$ cat src/rtl/drop_controller.sv
// Cursor, drop-request and column-height control for a four-column drop game.
// All outputs come straight from registers; buttons are edge-detected internally.

module drop_col_height #(
  parameter int ROWS = 6
) (
  input  logic       clk,
  input  logic       reset_n,
  input  logic       clr,
  input  logic       inc,
  output logic [2:0] count
);
  always_ff @(posedge clk or negedge reset_n) begin
    if (!reset_n)                        count <= 3'd0;
    else if (clr)                        count <= 3'd0;
    else if (inc && count < 3'(ROWS))    count <= count + 3'd1;
  end
endmodule

module drop_controller #(
  parameter int ROWS = 6
) (
  input  logic       clk,
  input  logic       reset_n,
  input  logic       left,
  input  logic       right,
  input  logic       drop,
  input  logic       clear,
  input  logic       drop_ready,
  output logic       sel0,
  output logic       sel1,
  output logic       player,
  output logic       drop_valid,
  output logic [1:0] drop_col,
  output logic [2:0] drop_row,
  output logic       drop_err,
  output logic       game_full
);
  typedef enum logic [1:0] {IDLE, PLACE, DONE} state_t;

  state_t          state, state_nx;
  logic [1:0]      cursor, cursor_nx;
  logic            player_nx, valid_nx, err_nx;
  logic [1:0]      col_nx;
  logic [2:0]      row_nx;
  logic            prev_left, prev_right, prev_drop;
  logic            left_ev, right_ev, drop_ev;
  logic [3:0]      inc;
  logic [3:0][2:0] height;
  logic            full_after;

  assign sel0 = cursor[1];
  assign sel1 = cursor[0];

  assign left_ev  = left  & ~prev_left;
  assign right_ev = right & ~prev_right;
  assign drop_ev  = drop  & ~prev_drop;

  for (genvar c = 0; c < 4; c++) begin : g_col
    drop_col_height #(.ROWS(ROWS)) u_height (
      .clk     (clk),
      .reset_n (reset_n),
      .clr     (clear),
      .inc     (inc[c]),
      .count   (height[c])
    );
  end

  // Board is full after this commit if every column reaches ROWS counting the piece in flight.
  always_comb begin
    full_after = 1'b1;
    for (int c = 0; c < 4; c++) begin
      if ({1'b0, height[c]} + {3'b000, (drop_col == 2'(c))} != 4'(ROWS))
        full_after = 1'b0;
    end
  end

  always_comb begin
    state_nx  = state;
    cursor_nx = cursor;
    player_nx = player;
    valid_nx  = drop_valid;
    col_nx    = drop_col;
    row_nx    = drop_row;
    err_nx    = 1'b0;
    inc       = 4'b0000;
    if (clear) begin
      state_nx  = IDLE;
      cursor_nx = 2'd0;
      player_nx = 1'b0;
      valid_nx  = 1'b0;
      col_nx    = 2'd0;
      row_nx    = 3'd0;
    end else begin
      case (state)
        IDLE: begin
          if (drop_ev) begin
            if (height[cursor] < 3'(ROWS)) begin
              state_nx = PLACE;
              valid_nx = 1'b1;
              col_nx   = cursor;
              row_nx   = height[cursor];
            end else begin
              err_nx = 1'b1;
            end
          end else if (left_ev && !right_ev) begin
            cursor_nx = cursor - 2'd1;
          end else if (right_ev && !left_ev) begin
            cursor_nx = cursor + 2'd1;
          end
        end
        PLACE: begin
          if (drop_ready) begin
            inc[drop_col] = 1'b1;
            player_nx     = ~player;
            valid_nx      = 1'b0;
            state_nx      = full_after ? DONE : IDLE;
          end
        end
        default: ;
      endcase
    end
  end

  always_ff @(posedge clk or negedge reset_n) begin
    if (!reset_n) begin
      state      <= IDLE;
      cursor     <= 2'd0;
      player     <= 1'b0;
      drop_valid <= 1'b0;
      drop_col   <= 2'd0;
      drop_row   <= 3'd0;
      drop_err   <= 1'b0;
      game_full  <= 1'b0;
      // Held buttons must not fire an event when reset is released.
      prev_left  <= 1'b1;
      prev_right <= 1'b1;
      prev_drop  <= 1'b1;
    end else begin
      state      <= state_nx;
      cursor     <= cursor_nx;
      player     <= player_nx;
      drop_valid <= valid_nx;
      drop_col   <= col_nx;
      drop_row   <= row_nx;
      drop_err   <= err_nx;
      game_full  <= (state_nx == DONE);
      prev_left  <= left;
      prev_right <= right;
      prev_drop  <= drop;
    end
  end
endmodule
$ cat config.mk
export PLATFORM = sky130hd
export DESIGN_NAME = drop_controller
export DESIGN_NICKNAME = d
export VERILOG_FILES = /design/src/rtl/drop_controller.sv
export SDC_FILE = /design/constraint.sdc
export NUM_CORES = 1
export LEC_CHECK = 0
export ABC_AREA = 1
export CORE_MARGIN = 3
export CORE_UTILIZATION = 45
export DETAILED_ROUTE_END_ITERATION = 7
export GPL_TIMING_DRIVEN = 0
export PLACE_DENSITY_LB_ADDON = 0.1
export SYNTH_ARGS = -nofsm -noshare
export SYNTH_HDL_FRONTEND = slang
export SYNTH_SLANG_ARGS = --single-unit
$ cat constraint.sdc
create_clock -name clk -period 1.45 [get_ports clk]
set_input_delay 0.29 -clock clk [delete_from_list [all_inputs] [get_ports clk]]
set_output_delay 0.29 -clock clk [all_outputs]
set_load 0.05 [all_outputs]
Word-level counts from Yosys, hierarchy flattened
Index checks and enable logic that the tools add are counted.
Word-level totals
  output and inout port bits: 11
  register bits after elaboration: 28
  logic and storage cells: 129
  input bits: 7
Cells by class
  reduce and logical (&&, ||, !) cells: 26
  equality and inequality tests: 13
  mux-type cells: 50
  bitwise logic cells: 7
  add/sub/neg operators: 10
  $lt $le $gt $ge: 8
Operator list (count)
  $mux W3: 13
  $mux W2: 14
  $reduce_bool A2 Y1: 9
  $add A3 B1 Y4: 4
  $mux W1: 16
  $ne A4 B3 Y1 const B: 4
  $lt A3 B3 Y1 const B: 5
  $add A3 B1 Y3 const B: 4
  $mux W4: 3
  $ne A3 B3 Y1 const B: 3
  $logic_and A1 B1 Y1: 7
  $bmux W3 S2: 1
  $eq A2 B2 Y1 const B: 3
  $lt A2 B3 Y1 const B: 2
  $reduce_and A3 Y1: 2
  $reduce_bool A3 Y1: 2
  $eq A2 B1 Y1 const B: 2
  $logic_not A2 Y1: 2
  $not A1 Y1: 4
  $pmux W2 S2: 1
  $reduce_and A4 Y1: 1
  $and A1 B1 Y1: 3
  $add A2 B1 Y2 const B: 1
  $demux W1 S2: 1
  6 further kinds: 7

Depth between registers and ports, before layout
Gate-level depths: netlist of the first run.
  depth in word-level cells: 12
  mapped depth: 14
  depth with buffers taken out: 14

Cells and area by module
A second synthesis of the first run with hierarchy kept.
Unflattened totals
  cells, all modules: 258
  area, all modules: 1808.0 µm²
Modules (own cells, without submodules)
  drop_controller: instances 1, area an instance 1127.3 µm², cells an instance 162, seq. area each 404.1 µm²
  drop_col_height: instances 4, area an instance 170.2 µm², cells an instance 24, seq. area each 75.1 µm²

Worst setup path after synthesis of the first run
OpenSTA, ideal clock, no wires.
  path kind: register to register
  start point: register drop_col[0]
  end point: register game_full
  clock period less this slack: 1.913 ns
  slack: -0.463 ns
  buffers on the path: 0
  data required time: 1.379 ns
  cell stages (with the launch flop): 14
  library setup time: 0.071 ns
  arrival time: 1.842 ns
  path through: dfrtp_1 inv_1 nand2_1 inv_1 ha_1 ha_1 nand2_1 nor2_1 nand2_1 nor2_1 nand3_1 nand2_1 nand2_1 nor2_1
On the way
  word-level cells in the longest chain between the ends: 12
  elaborated cells on any way between the ends: 21
  classes of those cells: add/sub (4); eq/ne (8); mux (8); reduce/logical (1)
Ends and longest elaborated chain
  start, declared: line 34  | output logic [1:0] drop_col,
  start signal, assigned: line 144  | drop_col <= col_nx;
  $logic_not A2 Y1: line 73  | if ({1'b0, height[c]} + {3'b000, (drop_col == 2'(c))} != 4'(ROWS))
  $add A3 B1 Y4: line 73
  $ne A4 B3 Y1: line 73
  $mux W1 (3 in a row): line 73
  $mux W1 (*): line 73
  $mux W2 (*): line 117  | state_nx = full_after ? DONE : IDLE;
  $mux W2 (*): line 113  | if (drop_ready) begin
  $pmux W2 S2 (*): line 95  | case (state)
  $mux W2 (*): line 87  | if (clear) begin
  $eq A2 B2 Y1 (*): line 147  | game_full <= (state_nx == DONE);
  end signal, assigned: line 147
  end, declared: line 37  | output logic game_full
Every way passes the cells marked *; elsewhere a longest branch is shown, timed or not.
A chain may end at the register's enable or synchronous reset.

Final worst setup path of the first run
  start point: register drop_col[1]
  end point: register game_full
Same word-level chain as after synthesis.

==> results of run 1 <==
Yosys cell counts:
master / n / share of area
nand4_1: 1 / 0.0036
o211ai_1: 1 / 0.0044
inv_1: 29 / 0.063
dfrtp_1: 25 / 0.36
nor3_1: 2 / 0.0058
a21oi_1: 11 / 0.032
buf_2: 2 / 0.0058
nand2_2: 6 / 0.022
nand2_1: 55 / 0.12
or2_1: 1 / 0.0036
nor2_1: 30 / 0.066
nand3_2: 4 / 0.023
dfstp_2: 3 / 0.046
a21oi_2: 1 / 0.0051
o21ai_0: 8 / 0.023
nor2_4: 3 / 0.020
inv_6: 1 / 0.0051
inv_2: 3 / 0.0066
xnor2_1: 2 / 0.010
o21ai_1: 8 / 0.023
ha_1: 12 / 0.087
buf_6: 2 / 0.013
nand3_1: 16 / 0.047
metrics by stage:
| step | util | cells | setup slack (ns) | hold WS, ns |
|---|---|---|---|---|
| after floorplan | - | 226 | -0.2154 | -0.005591 |
| after global placement | 0.5668 | 289 | -0.5089 | 0.4536 |
| after detailed placement | 0.5668 | 289 | -0.5040 | 0.4583 |
| after CTS | 0.5961 | 296 | -0.2683 | 0.4217 |
| after global routing | 0.6327 | 303 | -0.4774 | 0.04395 |
| final | 0.6327 | 303 | -0.2964 | 0.02362 |
cell type report:
class | count | area, µm²
tap | 46 | 57.56
timing repair buffer | 27 | 237.7
multi-input combinational | 161 | 983.4
buffer | 4 | 38.79
fill | 312 | 1284
inverter | 33 | 128.9
sequential | 28 | 709.4
clock buffer | 4 | 55.05
registers in the layout, summed over array words and instances, names as in the netlist, 2 cells and up:
| register | cells |
|---|---|
| cursor | 2 |
| drop_col | 2 |
| drop_row | 3 |
| g_col.u_height.count | 12 |
| state | 2 |
layer usage:
layer	routed length, µm	track usage	up-vias	part of all wire
li1	-	-	778	-
met1	1774	0.2521	700	0.47
met2	1764	0.2758	23	0.47
met3	166	0.03494	7	0.044
met4	41	0.03722	0	0.011
met5	0	0	-	0
cells by family after synthesis:
| kind of cell | after synthesis |
|---|---|
| xor+xnor | 2 |
| fa+ha+maj | 12 |
| buf+inv | 37 |
| flops | 28 |
| simple gates | 118 |
| compound gates | 29 |
worst max-delay path by stage:
stage / slack [ns] / endpoint / from
2_1_floorplan: -0.22 / game_full / drop_col[0]
3_3_place_gp: -0.51 / drop_col[1] / reset_n
3_5_place_dp: -0.50 / drop_col[1] / reset_n
4_1_cts: -0.27 / game_full / drop_col[0]
5_1_grt: -0.48 / game_full / drop_col[0]
6_report: -0.30 / game_full / drop_col[1]
repair_timing:
action                                  in CTS  in global routing
hold endpoints to repair                     0                  0
resized for setup                           36                 29
pin swaps                                    0                 15
setup buffers                                3                  6
endpoints found under the setup margin      51                 23
critical path, cell delays in order, from the launching register on:
cell	delay, ns
dfrtp_2	0.48
nand2_2	0.08
inv_2	0.05
ha_4	0.16
ha_4	0.26
nand2_2	0.05
nor2_2	0.09
nand2_1	0.06
nor2_2	0.13
nand3_1	0.09
nand2_1	0.09
nand2_2	0.06
nor2_2	0.10
report_power, final:
| group | internal, mW | switching [mW] | leakage (nW) |
|---|---|---|---|
| clock network | 0.244 | 0.254 | 0.0288 |
| registers | 0.821 | 0.0321 | 0.370 |
| logic | 0.203 | 0.348 | 0.676 |
==> results.md, run 1 <==
* Status: finished with violations
* Failing checks: setup timing
* Worst reg-to-reg setup slack at -0.30 ns
* Avg Synthesized Cell Area at 7.601 µm²
* DR vias at 1508
* Worst-case reg-to-reg path depth at 12
* Post-detail-place hpwl at around 2.6 mm
* HP Class: in2async
* Fin. Hold Viols at 0
* Post-layout minimum cycle time at approximately 1.7 ns
* Row count at 21
* Pin count of the biggest net entering global routing at 29
* Total CTS buffers at 3
* Clock Path Buffers at 2
* Die extent in x at 67.79 µm
* Register area share after synthesis at 0.4101
* Static leakage at 1.075 nW
* Final setup viols at 2
* DRT Wirelength at 3.746 mm
* Synth Area in Compound Gates at 0.08813
* Post-route setup TNS at -0.5381 ns
* Root Driver: clkbuf_8
* Final instance area at about 2200 µm²
* Synthesis-to-layout area growth at 28.70%
* Core area at 3495 µm²
* Max Fclk at 572.6 MHz
* Post-synthesis simple-gate area fraction at 0.3103
* PD cells at 860.3 nW/µm²
* GP Congestion at roughly 0.8
* Worst IR Drop VDD at roughly 0.57 mV
* Starting Density at 0.4916
* Grt ovf at 0
* I/O Buffers at 17
* Vias per cell at 4.977
* Vias in the first global route at 1285
* Router iterations before antenna repair at 4
* CP max FO at 6
* Xor and xnor fraction of the mapped netlist area at 0.01020
* CP Class: reg2reg
* Mux contribution to synthesized area at 0
* Post-Syn Area at 1718 µm²
* Pwr Total at roughly 1.9 mW
* Tcrit/Tclk final at 1.204
* DRT iter0 DRCs at 88
* Syn Nets at 245
* Final #Nets at 277
* Worst r2r dst: game_full
* Synth Warn # at 0
* Die Ht at 67.79 µm
* TritonCTS clock tree: done
* FF-to-FF Start: drop_col[1]
* Req. time, crit path at 1.67 ns
* Clock Latency Late Sink at 0.28 ns
* Die footprint at 4595 µm²
* Yosys reg bits at 28
* Global-route usage over all layers at 0.1765
* Final Skew at 0.009605 ns
* Routed Antenna Nets at 0
* Hold-fix buffers at CTS at 0
* Unique masters post-synth at 23
* Worst Slack Setup Final at -0.2964 ns
* Post-synthesis adder-cell area fraction at 0.08740
* # clock sinks at 28
* DP Area at 1981 µm²
* Drt drc at 0
* Critical path arrival at 1.96 ns
* Ratio of cells with drive above 1 in the final layout at 0.3268
* I/O Pins at 18
* Worst Max-Slew Pin Slew at 0.4810 ns
* H-tree depth at 1
* Crit path capture type: flop
* Initial antenna violation count at 0
* DR WL/cell at 12.36 µm
* First-pass GRT wire length at 6.085 mm
* Reg clk slew, reported paths at 0.10 ns
* Maxcap violations at 0
* Most common cell after layout, fill and taps aside: nand2_1
* Max transition margin at 0.6806
* Commonest cells after routing, fill and taps aside: 46 x nand2_1, 25 x inv_1, 21 x dfrtp_1
* Antenna Cells at 0
* Mapped Cells at 226
* Worst Setup Start Kind: flop
* Main combinational cell family by area after synthesis: simple AND/OR/NAND/NOR gates
* Max-slew violations at 0
* RSZ-0062 raised after global routing: yes
(Power assumes the default switching activity.)
==> inputs of run 2 (changes only) <==
--- a/config.mk
+++ b/config.mk
@@ -6,11 +6,14 @@
 export NUM_CORES = 1
 export LEC_CHECK = 0
 export ABC_AREA = 1
+export CORE_ASPECT_RATIO = 1.75
 export CORE_MARGIN = 3
 export CORE_UTILIZATION = 45
 export DETAILED_ROUTE_END_ITERATION = 7
 export GPL_TIMING_DRIVEN = 0
+export HOLD_SLACK_MARGIN = 0.08
 export PLACE_DENSITY_LB_ADDON = 0.1
 export SYNTH_ARGS = -nofsm -noshare
 export SYNTH_HDL_FRONTEND = slang
+export SYNTH_HIERARCHICAL = 1
 export SYNTH_SLANG_ARGS = --single-unit
==> results.md, run 2 <==
* Status: finished with violations
* Failing checks: setup timing
* Tcrit/Tclk final at 1.175
* Share of the synthesized area in the top cell type at 0.3460
* Initial antenna violation count at 0
* Reg clk slew, reported paths at 0.10 ns
* Top reg by flops: g_col.u_height/count
* Avg Synthesized Cell Area at 7.008 µm²
* CP max FO at 5
* Ranking of synthesized cells by area: dfrtp_1 35%, nand2_1 16%, inv_1 10%
* Worst IR Drop VDD at 0.5305 mV
* Root Driver: clkbuf_8
* Total CTS buffers at 3
* Post-detail-place hpwl at 2.836 mm
* H-tree depth at 1
* Max-slew violations at 0
* DRT iter0 DRCs at 31
* Vias per cell at around 5.0
* Commonest cells after routing, fill and taps aside: 72 x nand2_1, 45 x inv_1, 30 x nor2_1
* Worst Setup Start Kind: flop
* Final instance area at 2290 µm²
* Final setup viols at 5
* # clock sinks at 28
* HP Class: in2reg
* Global-route usage over all layers at 0.1776
* Static leakage at ~1.1 nW
* PD cells at 704.4 nW/µm²
* Antenna Cells at 0
* Post-layout minimum cycle time at approximately 1.7 ns
* Register area share after synthesis at 0.3896
* Worst-case reg-to-reg path depth at 12
* Async SR Flop Fraction at 1.000
* DRT Wirelength at 4.093 mm
* Crit path capture type: flop
* Post-synth EDFFs at 0
* Top Registers: g_col.u_height/count: 12 flops, drop_row: 3 flops
* Drt drc at 0
* Area leader, netlist: dfrtp_1
* Die extent in x at 53.92 µm
* Worst reg-to-reg setup slack at -0.25 ns
* FF-to-FF Start: drop_col[0]
* Ratio of cells with drive above 1 in the final layout at 0.2371
* DR WL/cell at 12.15 µm
* Final #Nets at just over 300
* DR vias at 1687
* Maxcap violations at 0
* Synth Flop Type: dfrtp_1
* CP Launch Point: drop_col[0]
* Clock Path Buffers at 2
* Final Skew at 0.009274 ns
* Mux contribution to synthesized area at 0
* Worst r2r dst: game_full
* Mapped Cells at 258
* RSZ-0062 raised after global routing: yes
* Flip-flop count of the largest register after layout at 12
* I/O Buffers at 17
* Synth Area in Compound Gates at 0.05052
* Xor and xnor fraction of the mapped netlist area at 0.009689
* Fin. Hold Viols at 0
* Synth top cells by count: 77 x nand2_1, 48 x inv_1, 36 x nor2_1
* Top-count cell post-synth: nand2_1
* TritonCTS clock tree: done
* Req. time, crit path at 1.66 ns
* Router iterations before antenna repair at 4
* Core area at 3737 µm²
* Die footprint at 4844 µm²
* Vias in the first global route at ~1500
* Post-synthesis simple-gate area fraction at 0.3502
* Synthesis-to-layout area growth at 26.64%
* Unique masters post-synth at 24
* Worst setup endpoint: game_full
* Post-synthesis adder-cell area fraction at 0.08304
* Post-Syn Area at 1808 µm²
* Critical path arrival at approximately 1.9 ns
* Syn Nets at 277
* I/O Pins at 18
* # placed instances at 321
* Synth Warn # at 6
* Max transition margin at 0.5821
* Most common cell after layout, fill and taps aside: nand2_1
* GP Congestion at 0.8787
* Pin count of the biggest net entering global routing at 29
* Grt ovf at 0
* Die Ht at about 90 µm
* Yosys reg bits at 28
* First-pass GRT wire length at between 6 and 7 mm
* Post-route non-filler standard cell count at 337
* Max Fclk at 587.0 MHz
* Worst Slack Setup Final at -0.2536 ns
* Worst Max-Slew Pin Slew at 0.6269 ns
* Starting Density at 0.4838
* Row count at 29
* Clock Latency Late Sink at 0.28 ns
* DP Area at 2047 µm²
* CP Class: reg2reg
* Main combinational cell family by area after synthesis: simple AND/OR/NAND/NOR gates
* Routed Antenna Nets at 0
-- run 2: cell types whose count changed after synthesis, sizes merged, moves of 2 or more --
| cell | previous run | this run |
|---|---|---|
| a21oi | 12 | 5 |
| buf | 4 | 2 |
| inv | 33 | 50 |
| nand2 | 61 | 82 |
| nand3 | 20 | 17 |
| nand3b | 0 | 4 |
| nand4 | 1 | 5 |
| nor2 | 33 | 37 |
| o21ai | 16 | 9 |
-- run 2: what timing repair did --
item	4_1_cts	5_1_grt
setup buffers	7	4
cloned	0	0
endpoints found under the hold margin	0	25
gates resized for setup	45	23
endpoints found under the setup margin	52	21
hold buffers	0	1
pin swaps	9	11
-- run 2: final cells by class --
cell class	instances	area, µm²
fill	358	1448
multi-input combinational	178	1028
sequential	28	709.4
timing repair buffer	29	227.7
inverter	50	192.7
tap	46	57.56
clock buffer	4	55.05
buffer	2	18.77
-- run 2: cell families (layout without fill, tap and decap cells) --
logic type               after synthesis  count (layout)
XOR/XNOR                               2               2
buffers and inverters                 52              85
AO/OA/AOI/OAI                         16              16
flip-flops                            28              28
AND/OR/NAND/NOR                      148             148
adder cells (fa/ha/maj)               12              12
-- run 2: layer usage --
layer | up-vias | part of all wire | track usage
li1 | 858 | - | -
met1 | 787 | 0.41 | 0.2040
met2 | 30 | 0.53 | 0.3016
met3 | 12 | 0.032 | 0.01656
met4 | 0 | 0.036 | 0.1002
met5 | - | 0 | 0
-- run 2: critical path, cell delays in order, from the launching register on --
cell     delay, ns
dfrtp_2       0.47
inv_2         0.08
nor2_2        0.03
ha_2          0.19
ha_4          0.27
nand2_2       0.05
nor2_2        0.11
nand2_1       0.06
nor2_1        0.09
nand3_1       0.09
nand2_1       0.06
nand2_1       0.06
nor2_1        0.08
-- run 2: how the worst min path moves through the flow --
stage | slack (ns) | cells after the start | startpoint | end
global route | 0.43 | 1 | drop | prev_drop
CTS | 0.43 | 1 | drop | prev_drop
global placement | 0.46 | 1 | player | player
floorplan | -0.006 | 0 | reset_n | cursor[0]
detailed placement | 0.47 | 1 | player | player
finish | 0.43 | 1 | drop | prev_drop
-- run 2: where the power goes --
part           leakage (nW)  internal [mW]  switching, mW
clock network        0.0288          0.243          0.250
logic                 0.707          0.100          0.194
registers             0.371          0.806         0.0198
-- run 2: metrics by stage --
stage               worst slack, ns  hold slack (ns)  setup TNS [ns]  utilization  total power [mW]
floorplan                   -0.2260        -0.005591         -0.4572            -             1.016
global placement            -0.9826           0.4577          -23.94       0.5477             1.112
detailed placement          -0.9930           0.4701          -24.82       0.5477             1.115
CTS                         -0.2511           0.4318         -0.9101       0.5916             1.626
global route                -0.3981           0.4256          -2.380       0.6127             1.704
finish                      -0.2536           0.4339         -0.5693       0.6127             1.613
==> inputs of run 3 (changes only) <==
--- a/config.mk
+++ b/config.mk
@@ -13,6 +13,7 @@
 export GPL_TIMING_DRIVEN = 0
 export HOLD_SLACK_MARGIN = 0.08
 export PLACE_DENSITY_LB_ADDON = 0.1
+export REMOVE_ABC_BUFFERS = 1
 export SYNTH_ARGS = -nofsm -noshare
 export SYNTH_HDL_FRONTEND = slang
 export SYNTH_HIERARCHICAL = 1
==> results.md, run 3 (synthesis gave the netlist of run 2 again) <==
* Worst Setup Start Kind: flop
* H-tree depth at 1
* GP Congestion at 0.7922
* FF-to-FF Start: drop_col[1]
* Root Driver: clkbuf_8
* Most common cell after layout, fill and taps aside: nand2_1
* Tcrit/Tclk final at 1.145
* Die footprint at 4844 µm²
* Post-Route Utilization at 0.6337
* Worst IR Drop VDD at 0.5730 mV
* TritonCTS clock tree: done
* Drt drc at 0
* Worst reg-to-reg setup slack at -0.21 ns
* Post-layout minimum cycle time at approximately 1.7 ns
* Status: finished with violations
* Maxcap violations at 0
* Multi-input gate area at 1074 µm²
* First-pass GRT wire length at 6.796 mm
* Final setup viols at 2
* Vias in the first global route at 1656
* Initial antenna violation count at 0
* Worst r2r dst: game_full
* Total CTS buffers at 3
* Reg clk slew, reported paths at 0.10 ns
* Post-route setup TNS at -0.3780 ns
* I/O Buffers at 17
* Crit path capture type: flop
* Pin count of the biggest net entering global routing at 29
* DRT Wirelength at between 4 and 5 mm
* Die Ht at 89.85 µm
* # clock sinks at 28
* Fin. Hold Viols at 0
* Row count at 29
* Static leakage at roughly 1.1 nW
* CP Class: reg2reg
* Failing checks: setup timing
* RSZ-0062 raised after global routing: yes
* DR WL/cell at about 12 µm
* Max-slew violations at 0
* Ratio of cells with drive above 1 in the final layout at 0.2662
* Final instance area at 2369 µm²
* Antenna Cells at 0
* Max transition margin at 0.5303
* Worst setup endpoint: game_full
* Routed Antenna Nets at 0
* Grt ovf at 0
* Worst Slack Setup Final at -0.2106 ns
* Pwr Total at 1.622 mW
* Req. time, crit path at 1.67 ns
* CP max FO at 6
* DR vias at around 1700
* HP Class: in2async
* Max Fclk at 602.2 MHz
* Worst Max-Slew Pin Slew at 0.7045 ns
* Layout fillers at 333
* I/O Pins at 18
* Final #Nets at 313
* CP Launch Point: drop_col[1]
* PD cells at 684.8 nW/µm²
* Clock Latency Late Sink at 0.28 ns
* Clock Path Buffers at 2
* Router iterations before antenna repair at 4
* Vias per cell at 4.965
* Commonest cells after routing, fill and taps aside: 70 x nand2_1, 42 x inv_1, 29 x nor2_1
* Final Skew at 0.007929 ns
* Top reg by flops: g_col.u_height/count
* Worst-case reg-to-reg path depth at 12
* Global-route usage over all layers at 0.1837
* Dpl ws at -1.072 ns
* Top Registers: g_col.u_height/count: 12 flops, drop_row: 3 flops
* DP Area at around 2000 µm²
* Critical path arrival at 1.88 ns
* Reg area at 709.4 µm²
* Post-detail-place hpwl at about 2.8 mm
* Die extent in x at 53.92 µm
* Hold-fix buffers at CTS at 0
* Starting Density at 0.4838
* Core area at approximately 3700 µm²
* DRT iter0 DRCs at 44
* Flip-flop count of the largest register after layout at 12
* Synthesis-to-layout area growth at 31.00%
## run 3: cell types whose count changed in the layout (fill, tap and decap cells not counted), sizes merged
cell,delta
clkinvlp,+1
clkdlybuf4s15,+1
dlymetal6s2s,+1
clkdlybuf4s50,-1
dlygate4sd3,-1
buf,+4
clkbuf,-2
inv,-1
## run 3: final cells by class
cell class | instances | area share
clock buffers | 4 | 0.02324
repair buffers | 33 | 0.1167
well taps | 46 | 0.02430
multi-input cells | 178 | 0.4532
inverters | 50 | 0.08294
flip-flops and latches | 28 | 0.2995
## run 3: repair_timing
action / in CTS / in global routing
pin swaps: 12 / 16
setup endpoints to repair: 59 / 22
buffers inserted: 7 / 10
hold endpoints to repair: 0 / 0
cloned: 0 / 0
resized for setup: 63 / 34
## run 3: worst min path at each step
stage                                       to  depth (start not counted)  slack [ns]
floorplan                            cursor[0]                          0      -0.006
global placement                        player                          1        0.45
detailed placement                      player                          1        0.47
CTS                                  prev_drop                          1        0.44
global route        g_col[3].u_height/count[0]                          1        0.09
finish                                state[1]                          1        0.04
## run 3: worst max-delay path: stages, from the launching register on
cell and delay [ns]:
dfrtp_2 0.48, nand2_2 0.10, inv_2 0.05, ha_4 0.16
ha_4 0.26, nand2_4 0.04, nor2_4 0.08, nand2_1 0.06
nor2_1 0.10, nand3_1 0.07, nand2_1 0.06, nand2_1 0.05
nor2_1 0.08
## run 3: metrics by stage
step	cells	hold WS (ns)
floorplan	256	-0.005591
global placement	319	0.4535
detailed placement	319	0.4724
CTS	330	0.4385
global route	339	0.08551
finish	339	0.03693
## run 3: metal layers
| metal | track usage | vias up | share of wire |
|---|---|---|---|
| met1 | 0.2059 | 766 | 0.39 |
| met4 | 0.1066 | 0 | 0.039 |
| li1 | - | 861 | - |
| met3 | 0.01656 | 15 | 0.037 |
| met5 | 0 | - | 0 |
| met2 | 0.3158 | 41 | 0.53 |
## run 3: power by group
group          internal (mW)  switching (mW)
sequential             0.806          0.0282
combinational          0.101           0.189
clock                  0.244           0.254
